## src/rtl/btn_debounce_if.sv

```systemverilog
// Push-button conditioning bundle: raw pin in, debounced level and busy flag out.
interface btn_debounce_if;
    logic btn_raw;
    logic btn_clean;
    logic busy;

    modport master (
        output btn_raw,
        input  btn_clean,
        input  busy
    );

    modport slave (
        input  btn_raw,
        output btn_clean,
        output busy
    );
endinterface

```

## src/rtl/btn_debounce.sv

```systemverilog
// Button debouncer: 2-flop synchronizer feeding a counter-qualified level FSM.
// btn_clean flips only after the synchronized pin holds its new level long enough.
module btn_debounce #(
    parameter int unsigned DEBOUNCE_CYCLES = 1000000,
    parameter int unsigned CNT_W           = 20
) (
    input  logic          clk,
    input  logic          rst,
    btn_debounce_if.slave bus
);
    typedef enum logic [1:0] {
        STABLE_LOW  = 2'd0,
        CHECK_HIGH  = 2'd1,
        STABLE_HIGH = 2'd2,
        CHECK_LOW   = 2'd3
    } state_t;

    localparam logic [CNT_W-1:0] LAST = CNT_W'(DEBOUNCE_CYCLES - 1);

    state_t           state;
    state_t           state_nxt;
    logic [CNT_W-1:0] cnt;
    logic [CNT_W-1:0] cnt_nxt;
    logic             clean;
    logic             clean_nxt;
    logic             s1;
    logic             s2;

    always_ff @(posedge clk) begin
        if (!rst) begin
            s1    <= 1'b0;
            s2    <= 1'b0;
            state <= STABLE_LOW;
            cnt   <= '0;
            clean <= 1'b0;
        end else begin
            s1    <= bus.btn_raw;
            s2    <= s1;
            state <= state_nxt;
            cnt   <= cnt_nxt;
            clean <= clean_nxt;
        end
    end

    // Counter clears on every transition, so it never runs past LAST.
    always_comb begin
        state_nxt = state;
        cnt_nxt   = cnt;
        clean_nxt = clean;
        case (state)
            STABLE_LOW: begin
                clean_nxt = 1'b0;
                if (s2) begin
                    state_nxt = CHECK_HIGH;
                    cnt_nxt   = '0;
                end
            end
            CHECK_HIGH: begin
                if (!s2) begin
                    state_nxt = STABLE_LOW;
                    cnt_nxt   = '0;
                end else if (cnt == LAST) begin
                    state_nxt = STABLE_HIGH;
                    clean_nxt = 1'b1;
                    cnt_nxt   = '0;
                end else begin
                    cnt_nxt = cnt + CNT_W'(1);
                end
            end
            STABLE_HIGH: begin
                clean_nxt = 1'b1;
                if (!s2) begin
                    state_nxt = CHECK_LOW;
                    cnt_nxt   = '0;
                end
            end
            CHECK_LOW: begin
                if (s2) begin
                    state_nxt = STABLE_HIGH;
                    cnt_nxt   = '0;
                end else if (cnt == LAST) begin
                    state_nxt = STABLE_LOW;
                    clean_nxt = 1'b0;
                    cnt_nxt   = '0;
                end else begin
                    cnt_nxt = cnt + CNT_W'(1);
                end
            end
            default: begin
                state_nxt = STABLE_LOW;
                cnt_nxt   = '0;
                clean_nxt = 1'b0;
            end
        endcase
    end

    assign bus.btn_clean = clean;
    assign bus.busy      = (state == CHECK_HIGH) || (state == CHECK_LOW);
endmodule

```

## src/flat_wrapper.sv

```systemverilog
// flat-port wrapper written by rule: the top's interface ports become plain ports
module btn_debounce_flat 
#(
    parameter int unsigned DEBOUNCE_CYCLES = 1000000,
    parameter int unsigned CNT_W           = 20
)
  (clk, rst, bus_btn_raw, bus_btn_clean, bus_busy);
  btn_debounce_if bus_i ();
  input  logic clk;
  input  logic rst;
  input wire logic [$bits(bus_i.btn_raw)-1:0] bus_btn_raw;
  output wire logic [$bits(bus_i.btn_clean)-1:0] bus_btn_clean;
  output wire logic [$bits(bus_i.busy)-1:0] bus_busy;
  assign bus_i.btn_raw = bus_btn_raw;
  assign bus_btn_clean = bus_i.btn_clean;
  assign bus_busy = bus_i.busy;
  btn_debounce #(.DEBOUNCE_CYCLES(DEBOUNCE_CYCLES), .CNT_W(CNT_W)) u_core (.clk(clk), .rst(rst), .bus(bus_i));
endmodule
```

## config.mk

```make
export PLATFORM = sky130hd
export DESIGN_NAME = btn_debounce_flat
export DESIGN_NICKNAME = d
export VERILOG_FILES = /design/src/rtl/btn_debounce_if.sv /design/src/rtl/btn_debounce.sv /design/src/flat_wrapper.sv
export SDC_FILE = /design/constraint.sdc
export NUM_CORES = 1
export LEC_CHECK = 0
export BUFFER_PORTS_ARGS = -buffer_cell sky130_fd_sc_hd__buf_2
export CORE_MARGIN = 2
export CORE_UTILIZATION = 55
export CTS_CLUSTER_SIZE = 25
export DETAILED_ROUTE_END_ITERATION = 10
export PLACE_DENSITY = 0.81
export SETUP_SLACK_MARGIN = 0.1
export SYNTH_ARGS = -nofsm -noshare
export SYNTH_HDL_FRONTEND = slang
export SYNTH_SLANG_ARGS = --single-unit
```

## constraint.sdc

```tcl
create_clock -name clk -period 3.3 [get_ports clk]
set_clock_uncertainty 0.15 [all_clocks]
set_input_delay 0.165 -clock clk [delete_from_list [all_inputs] [get_ports clk]]
set_output_delay 0.165 -clock clk [all_outputs]
set_load 0.005 [all_outputs]
```

==> flow_summary.ini, run 1 <==
[job]
cap_violations = 0

[grt]
grt_pass1_vias = 1376
grt_usage = 0.237
gr-total-overflow = 0
antenna_found_initial = 0
grt_max_degree = 22
grt_pass1_wl_mm = 6.02

[cts]
clk_pin_slew_ns = 0.15
htree_levels = 1
clk_latency_ns = 0.33
numCtsBuffers = 3
postCtsSetupBuffers = 0
cts.sinks = 25
root_buffer = clkbuf_4
clockBufferDepth = 2
cts_tree = done

[cells_and_area]
drive_gt1_frac = 0.0816
layout.nets = 205
layout_commonest_cell = dfxtp_1
area_growth_pct = 3.89
fin_area_um2 = 1570
final_cell_mix = dfxtp_1, nand2_1, nor2_1
diodes = 0

[timing]
worst_pin_slew_ns = 0.820
slew_violations = 0
fmax_ghz = 0.394
hold_viol = 0
finalCriticalPeriod_ns = 2.54
fin_setup_tns_ns = 0
rsz0062_at_grt = false
post-route-period-util = 0.770
setup_viol = 0
relSlewSlack = 0.437

[detailed_routing]
vias_per_cell = 6.44
drtPass1Iterations = 4
drt-wirelength-per-cell_um = 15.1
drc_errors = 0
drt_iter0_drc = 95
drt_wl_total_mm = 3.44
final_antenna_net_count = 0
via_count = 1461

[floorplan]
rows = 19
fp.dieH_um = 56.4
core_um2 = 2690
floorplan.initialDensity = 0.562
ios = 5
dieArea_um2 = 3180
die_x_um = 56.4

[critical_path]
critPathKind = flop to flop
critPathMaxStageDelay_ns = 0.59
worstPathCellList = ha_1 -> nand3_2 -> or4_4 -> o21bai_4 -> nor3b_1 -> or3_1
cp_max_fo = 21
cp-end-kind = flop
slowest_stage = or4_4
cp.required_ns = 3.38
worstPathArrival_ns = 2.62
worstSetupStartpointType = flop

[yosys]
syn_nets = 202
ys_seq_area_frac = 0.331
postSynthAreaPerCell_um2 = 7.78
syn_inst = 194
synth_flop_cell = dfxtp_1
syn-cell-area_um2 = 1510
yosysWarningCount = 0
synth_edf_count = 0
ys_types = 42
yosys_register_bits = 25
async_flop_share = 0

[place]
dpl.hpwl_mm = 2.44
dpl-instance-area_um2 = 1530
port_buffers = 4
globalplace.congestion = 0.868

[pwr]
power_density_nw_per_um2 = 334
p_leak_nw = 0.491
vdd_drop_max_v = 0.000194
p_total_w = 0.000525

[worst_hold_path]
hold_class = input port to flop

[run_status]
status = finished, final reports clean
==> power breakdown <==
part / switching [W] / internal (W) / total, W
Sequential: 0.00000600 / 0.000308 / 0.000314
Clock: 0.0000915 / 0.0000454 / 0.000137
Combinational: 0.0000491 / 0.0000248 / 0.0000738
Total: 0.000147 / 0.000378 / 0.000525
==> repair_timing <==
action	in CTS	in global routing
gates resized for setup	0	0
hold buffers	1	0
endpoints found under the hold margin	1	0
endpoints found under the setup margin	0	0
==> metrics by stage <==
| step | utilization | cells | hold slack [ns] | setup slack (ns) |
|---|---|---|---|---|
| floorplan | - | 194 | 0.142 | 1.08 |
| global placement | 0.570 | 222 | 0.227 | 0.841 |
| detailed placement | 0.570 | 222 | 0.241 | 0.779 |
| CTS | 0.584 | 227 | 0.00763 | 0.767 |
| global route | 0.584 | 227 | 0.00579 | 0.619 |
| finish | 0.584 | 227 | 0.0110 | 0.761 |
==> logic make-up after synthesis <==
group,synth area share
adder cells (fa/ha/maj),0.0414
AO/OA/AOI/OAI,0.199
multiplexers,0.0215
buffers and inverters,0.0447
AND/OR/NAND/NOR,0.362
flip-flops,0.331
==> cell usage after synthesis, types with 2 or more instances <==
| master | n | share of area |
|---|---|---|
| a21boi_0 | 2 | 0.0099 |
| a31oi_1 | 3 | 0.012 |
| mux2_2 | 2 | 0.015 |
| clkbuf_1 | 5 | 0.012 |
| or3_1 | 12 | 0.050 |
| and2_1 | 6 | 0.025 |
| o21a_1 | 4 | 0.020 |
| or2_2 | 2 | 0.0083 |
| o2111ai_1 | 2 | 0.012 |
| nor4_1 | 7 | 0.029 |
| ha_1 | 5 | 0.041 |
| o311ai_0 | 2 | 0.012 |
| dfxtp_1 | 25 | 0.33 |
| o21ai_0 | 8 | 0.027 |
| inv_1 | 8 | 0.020 |
| nand4_1 | 10 | 0.041 |
| nor3_1 | 5 | 0.017 |
| nand2b_1 | 2 | 0.0083 |
| a21oi_1 | 9 | 0.030 |
| nor3b_1 | 5 | 0.025 |
| a2bb2oi_1 | 2 | 0.012 |
| nand3_1 | 11 | 0.036 |
| a311oi_1 | 2 | 0.012 |
| nand2_1 | 24 | 0.060 |
| nor2_1 | 14 | 0.035 |
==> critical path, delay by kind of cell, from the launching register on <==
kind / cells / cell delay [ns]
compound gates: 1 / 0.42
fa+ha+maj: 1 / 0.25
flops: 1 / 0.42
simple gates: 4 / 1.22
==> metal layers <==
layer,track usage,up-vias,share of wire
li1,-,726,-
met1,0.300,670,0.45
met2,0.383,56,0.47
met3,0.0392,9,0.056
met4,0.126,0,0.021
met5,0,-,0
==> flip-flops by register name, indices dropped and copies added (netlist names), named ones only <==
register / count
u_core.state: 1
u_core.s1: 1
u_core.cnt: 20
u_core.s2: 1
u_core.bus.btn_clean: 1
==> final timing paths <==
check | startpoint | end | slack, ns | depth (start not counted)
min reg2reg | u_core.s1$_SDFF_PN0_ | u_core.s2$_SDFF_PN0_ | 0.32 | 1
min | rst | u_core.cnt[14]$_SDFFE_PN0P_ | 0.01 | 2
max reg2reg | u_core.cnt[0]$_SDFFE_PN0P_ | u_core.cnt[17]$_SDFFE_PN0P_ | 0.76 | 6
max | u_core.cnt[0]$_SDFFE_PN0P_ | u_core.cnt[17]$_SDFFE_PN0P_ | 0.76 | 6
==> layout make-up <==
class	instances	area, um^2
inverters	8	30.0
fillers	246	1120
clock buffers	3	22.5
multi-input cells	154	942
well taps	31	38.8
repair buffers	5	30.0
clock inverters	1	5.00
flip-flops and latches	25	500
Note: power is estimated with default switching activity, not from simulation.
==> inputs of run 2 (changes only) <==
- clock period: 3.3 -> 2.4 ns (I/O delays scaled with it)
==> run 2 against run 1 <==
Effect of this change:
- die area is the same
- non-clock buffer count grew 10
- critical path type unchanged
- setup slack lost 0.57 ns
- power grew 42%
- sequential share of layout area shrank 2.0 points
- maximum frequency grew 15%
- clock power grew 45%
- critical endpoint is now u_core.cnt[2]$_SDFFE_PN0P_
==> flow_summary.ini, run 2 (synthesis results as in run 1) <==
[place]
dpl-instance-area_um2 = 1580
place_ws_ns = 0.0872
port_buffers = 4
globalplace.congestion = 0.827
dp.cells = 229
dpl.hpwl_mm = 2.62

[detailed_routing]
drtPass1Iterations = 4
vias_per_cell = 6.68
drt_iter0_drc = 135
drt-wirelength-per-cell_um = 16.1
via_count = 1590
drt_wl_total_mm = 3.83
final_antenna_net_count = 0
drc_errors = 0

[run_status]
status = finished, final reports clean

[cells_and_area]
layout.nets = 216
diodes = 0
layout_commonest_cell = nand2_1
drive_gt1_frac = 0.164
final_cell_mix = nand2_1, dfxtp_1, nor2_1
area_growth_pct = 12.3
fin_area_um2 = 1700
layout.cells.non_filler = 238
largest_register_ff_count = 20
top_register = u_core.cnt

[pwr]
vdd_drop_max_v = 0.000304
p_leak_nw = 0.538
power_density_nw_per_um2 = 441
swShare = 0.287
p_total_w = 0.000747
seqPwrFrac = 0.579
p_int_w = 0.000533
p_comb_frac = 0.156
switchingPower_w = 0.000215
p_clk_frac = 0.265

[worst_hold_path]
hold_class = flop to flop

[grt]
gr-total-overflow = 0
grt_pass1_wl_mm = 6.36
grt_usage = 0.248
grt_pass1_vias = 1478
antenna_found_initial = 0
grt_max_degree = 17

[critical_path]
critPathKind = flop to flop
cp.required_ns = 2.51
r2r_cells = 8
cp-end-kind = flop
worstSetupStartpointType = flop
crit_end = u_core.cnt[2]$_SDFFE_PN0P_
worstPathArrival_ns = 2.32
r2r_end = u_core.cnt[2]$_SDFFE_PN0P_
rrSetupSlack_ns = 0.19
cp_max_fo = 11

[timing]
fmax_ghz = 0.453
fin_setup_tns_ns = 0
rsz0062_at_grt = true
worst_pin_slew_ns = 0.512
hold_viol = 0
setup_viol = 0
setup_ws_ns = 0.194
slew_violations = 0
post-route-period-util = 0.919
relSlewSlack = 0.659
finalCriticalPeriod_ns = 2.21

[cts]
clk_latency_ns = 0.32
numCtsBuffers = 3
clockBufferDepth = 2
htree_levels = 1
cts.sinks = 25
cts_tree = done
root_buffer = clkbuf_4
clk_pin_slew_ns = 0.14

[floorplan]
die_x_um = 56.4
dieArea_um2 = 3180
fp.dieH_um = 56.4
ios = 5
core_um2 = 2690
floorplan.initialDensity = 0.562
rows = 19

[job]
cap_violations = 0
run 2: cell count changes in the layout (fill, tap and decap cells not counted), moves of 2 or more:
cell	before	now
dfxtp_2	0	2
ha_1	5	3
dfxtp_1	25	22
buf_4	0	9
nor4_2	0	2
nor4_1	7	5
run 2: timing repair:
| action | CTS | global route |
|---|---|---|
| hold buffers | 2 | 0 |
| endpoints found under the setup margin | 13 | 18 |
| setup buffers | 1 | 1 |
| gates resized for setup | 0 | 11 |
| cloned | 0 | 1 |
| endpoints found under the hold margin | 7 | 0 |
| pin swaps | 1 | 2 |
run 2: layout make-up:
type                       count  area (um^2)
sequential                    25          507
fill                         225          991
clock buffer                   4         26.3
timing repair buffer          15          108
tap                           31         38.8
multi-input combinational    155          986
inverter                       8         30.0
run 2: stage by stage:
stage	utilization	hold WS, ns
after floorplan	-	0.0973
after global placement	0.590	0.181
after detailed placement	0.590	0.195
after CTS	0.610	0.316
after global routing	0.631	0.339
final	0.631	0.309
run 2: routing by layer:
layer | vias to the layer above | track usage | part of all wire
met5 | - | 0 | 0
met1 | 751 | 0.328 | 0.41
li1 | 753 | - | -
met3 | 9 | 0.0369 | 0.088
met2 | 77 | 0.407 | 0.49
met4 | 0 | 0.0952 | 0.011
run 2: critical path: stages (launching register included):
cell and delay, ns:
dfxtp_2 0.36, inv_1 0.12, ha_4 0.16, nand2_1 0.08, o22a_2 0.28, o21bai_4 0.19
buf_4 0.19, or3b_2 0.47, a21oi_1 0.14
run 2: worst min path at each step:
stage / to / cells after the start / startpoint / slack (ns)
after floorplan: u_core.s1$_SDFF_PN0_ / 1 / bus_btn_raw / 0.1
after global placement: u_core.s1$_SDFF_PN0_ / 2 / bus_btn_raw / 0.18
after detailed placement: u_core.s1$_SDFF_PN0_ / 2 / bus_btn_raw / 0.20
after CTS: u_core.s2$_SDFF_PN0_ / 1 / u_core.s1$_SDFF_PN0_ / 0.32
after global routing: u_core.s2$_SDFF_PN0_ / 1 / u_core.s1$_SDFF_PN0_ / 0.34
final: u_core.s2$_SDFF_PN0_ / 1 / u_core.s1$_SDFF_PN0_ / 0.31
run 2: power groups by stage:
stage	logic [W]	clock network [W]	registers, W
final	0.000117	0.000198	0.000433
after global routing	0.000130	0.000215	0.000435
after CTS	0.000109	0.000196	0.000431
after detailed placement	0.000105	0	0.000441
after global placement	0.000102	0	0.000440
after floorplan	0.0000738	0	0.000439
==> inputs of run 3 (changes only) <==
- HOLD_SLACK_MARGIN: unset -> 0.15
- MAX_ROUTING_LAYER: unset -> met4
==> run 3 against run 2 <==
Effect of this change:
- sequential cell count is the same
- clock-buffer cell count is the same
- register-to-register slack is essentially flat
- critical path depth stayed put
- die area stayed put
- cell count grew 0.42%
- setup slack better by 0.0069 ns
- combinational power about the same
- clock power about the same
- hold slack got worse by 0.0034 ns
==> flow_summary.ini, run 3 (synthesis results as in run 1) <==
[detailed_routing]
via_count = 1586
drt_wl_total_mm = 3.81
drt_iter0_drc = 157
final_antenna_net_count = 0
vias_per_cell = 6.64
drtPass1Iterations = 7
drc_errors = 0
drt-wirelength-per-cell_um = 16.0

[place]
port_buffers = 4
dpl.hpwl_mm = 2.62
globalplace.congestion = 0.839

[grt]
grt_usage = 0.255
antenna_found_initial = 0
grt_pass1_vias = 1481
gr-total-overflow = 0
grt_max_degree = 17
grt_pass1_wl_mm = 6.38

[critical_path]
worstSetupStartpointType = flop
worstPathArrival_ns = 2.31
cp-end-kind = flop
critPathKind = flop to flop
cp_max_fo = 11
cp.required_ns = 2.51

[cts]
htree_levels = 1
root_buffer = clkbuf_4
clk_pin_slew_ns = 0.14
clockBufferDepth = 2
numCtsBuffers = 3
cts.sinks = 25
clk_latency_ns = 0.32
cts_tree = done

[cells_and_area]
drive_gt1_frac = 0.163
multi_input_area_um2 = 986
seqCellArea_um2 = 507
final_cell_mix = nand2_1, dfxtp_1, nor2_1
layout_commonest_cell = nand2_1
top_register = u_core.cnt
layout.nets = 217
area_growth_pct = 12.9
nFillCells = 223
largest_register_ff_count = 20
diodes = 0
final_core_util = 0.635

[timing]
rsz0062_at_grt = true
hold_viol = 0
finalCriticalPeriod_ns = 2.20
slew_violations = 0
worst_pin_slew_ns = 0.528
fmax_ghz = 0.455
post-route-period-util = 0.916
relSlewSlack = 0.647
fin_setup_tns_ns = 0
setup_viol = 0

[worst_hold_path]
hold_class = flop to flop

[floorplan]
core_um2 = 2690
fp.dieH_um = 56.4
dieArea_um2 = 3180
ios = 5
floorplan.initialDensity = 0.562
rows = 19
die_x_um = 56.4

[pwr]
vdd_drop_max_v = 0.000304
p_leak_nw = 0.543
power_density_nw_per_um2 = 437

[run_status]
status = finished, final reports clean

[job]
cap_violations = 0
-- run 3: cell types whose count changed in the layout (fill, tap and decap cells not counted) --
| cell | before | now |
|---|---|---|
| dlygate4sd3_1 | 2 | 3 |
-- run 3: through the flow --
step                power [W]  instances  hold WS (ns)  cell area [um^2]  setup WS [ns]
floorplan            0.000512        194        0.0973              1510          0.177
global placement     0.000542        229         0.181              1580          0.156
detailed placement   0.000546        229         0.195              1580         0.0872
CTS                  0.000738        237         0.316              1650          0.109
global route         0.000780        239         0.333              1710         0.0758
finish               0.000746        239         0.306              1710          0.201
-- run 3: worst max-delay path, stage by stage (launching register included) --
cell	delay [ns]
dfxtp_2	0.36
inv_1	0.12
ha_4	0.16
nand2_1	0.09
o22a_2	0.28
o21bai_4	0.19
buf_4	0.19
or3b_2	0.47
a21oi_1	0.14
-- run 3: routing by layer --
metal,global-route usage,share of wire,up-vias,wire length (um)
met5,-,0,-,0
met1,0.329,0.40,748,1530
met3,0.0369,0.090,7,345
met2,0.403,0.50,78,1900
met4,0.102,0.0094,0,36
li1,-,-,753,-
-- run 3: layout make-up --
| class | count | area share |
|---|---|---|
| clock buffers | 4 | 0.0154 |
| inverters | 8 | 0.0176 |
| multi-input cells | 155 | 0.578 |
| flip-flops and latches | 25 | 0.297 |
| well taps | 31 | 0.0227 |
| repair buffers | 16 | 0.0690 |
-- run 3: power breakdown --
group	internal [W]	switching, W	leakage, nW
Combinational	0.0000457	0.0000721	0.325
Clock	0.0000650	0.000130	0.0150
Sequential	0.000423	0.00000991	0.204
Total	0.000534	0.000212	0.543
-- run 3: final timing paths --
path / from / endpoint / slack (ns) / cells past startpoint
min reg2reg: u_core.s1$_SDFF_PN0_ / u_core.s2$_SDFF_PN0_ / 0.31 / 1
max: flop / u_core.cnt[2]$_SDFFE_PN0P_ / 0.20 / 8
min: u_core.s1$_SDFF_PN0_ / u_core.s2$_SDFF_PN0_ / 0.31 / 1
max reg2reg: flop / u_core.cnt[2]$_SDFFE_PN0P_ / 0.20 / 8
-- run 3: what timing repair did --
item	CTS	global route
endpoints found under the hold margin	9	0
hold buffers	3	0
gates cloned	0	1
resized for setup	0	11
setup endpoints to repair	13	18
pin swaps	1	2
buffers inserted	1	1
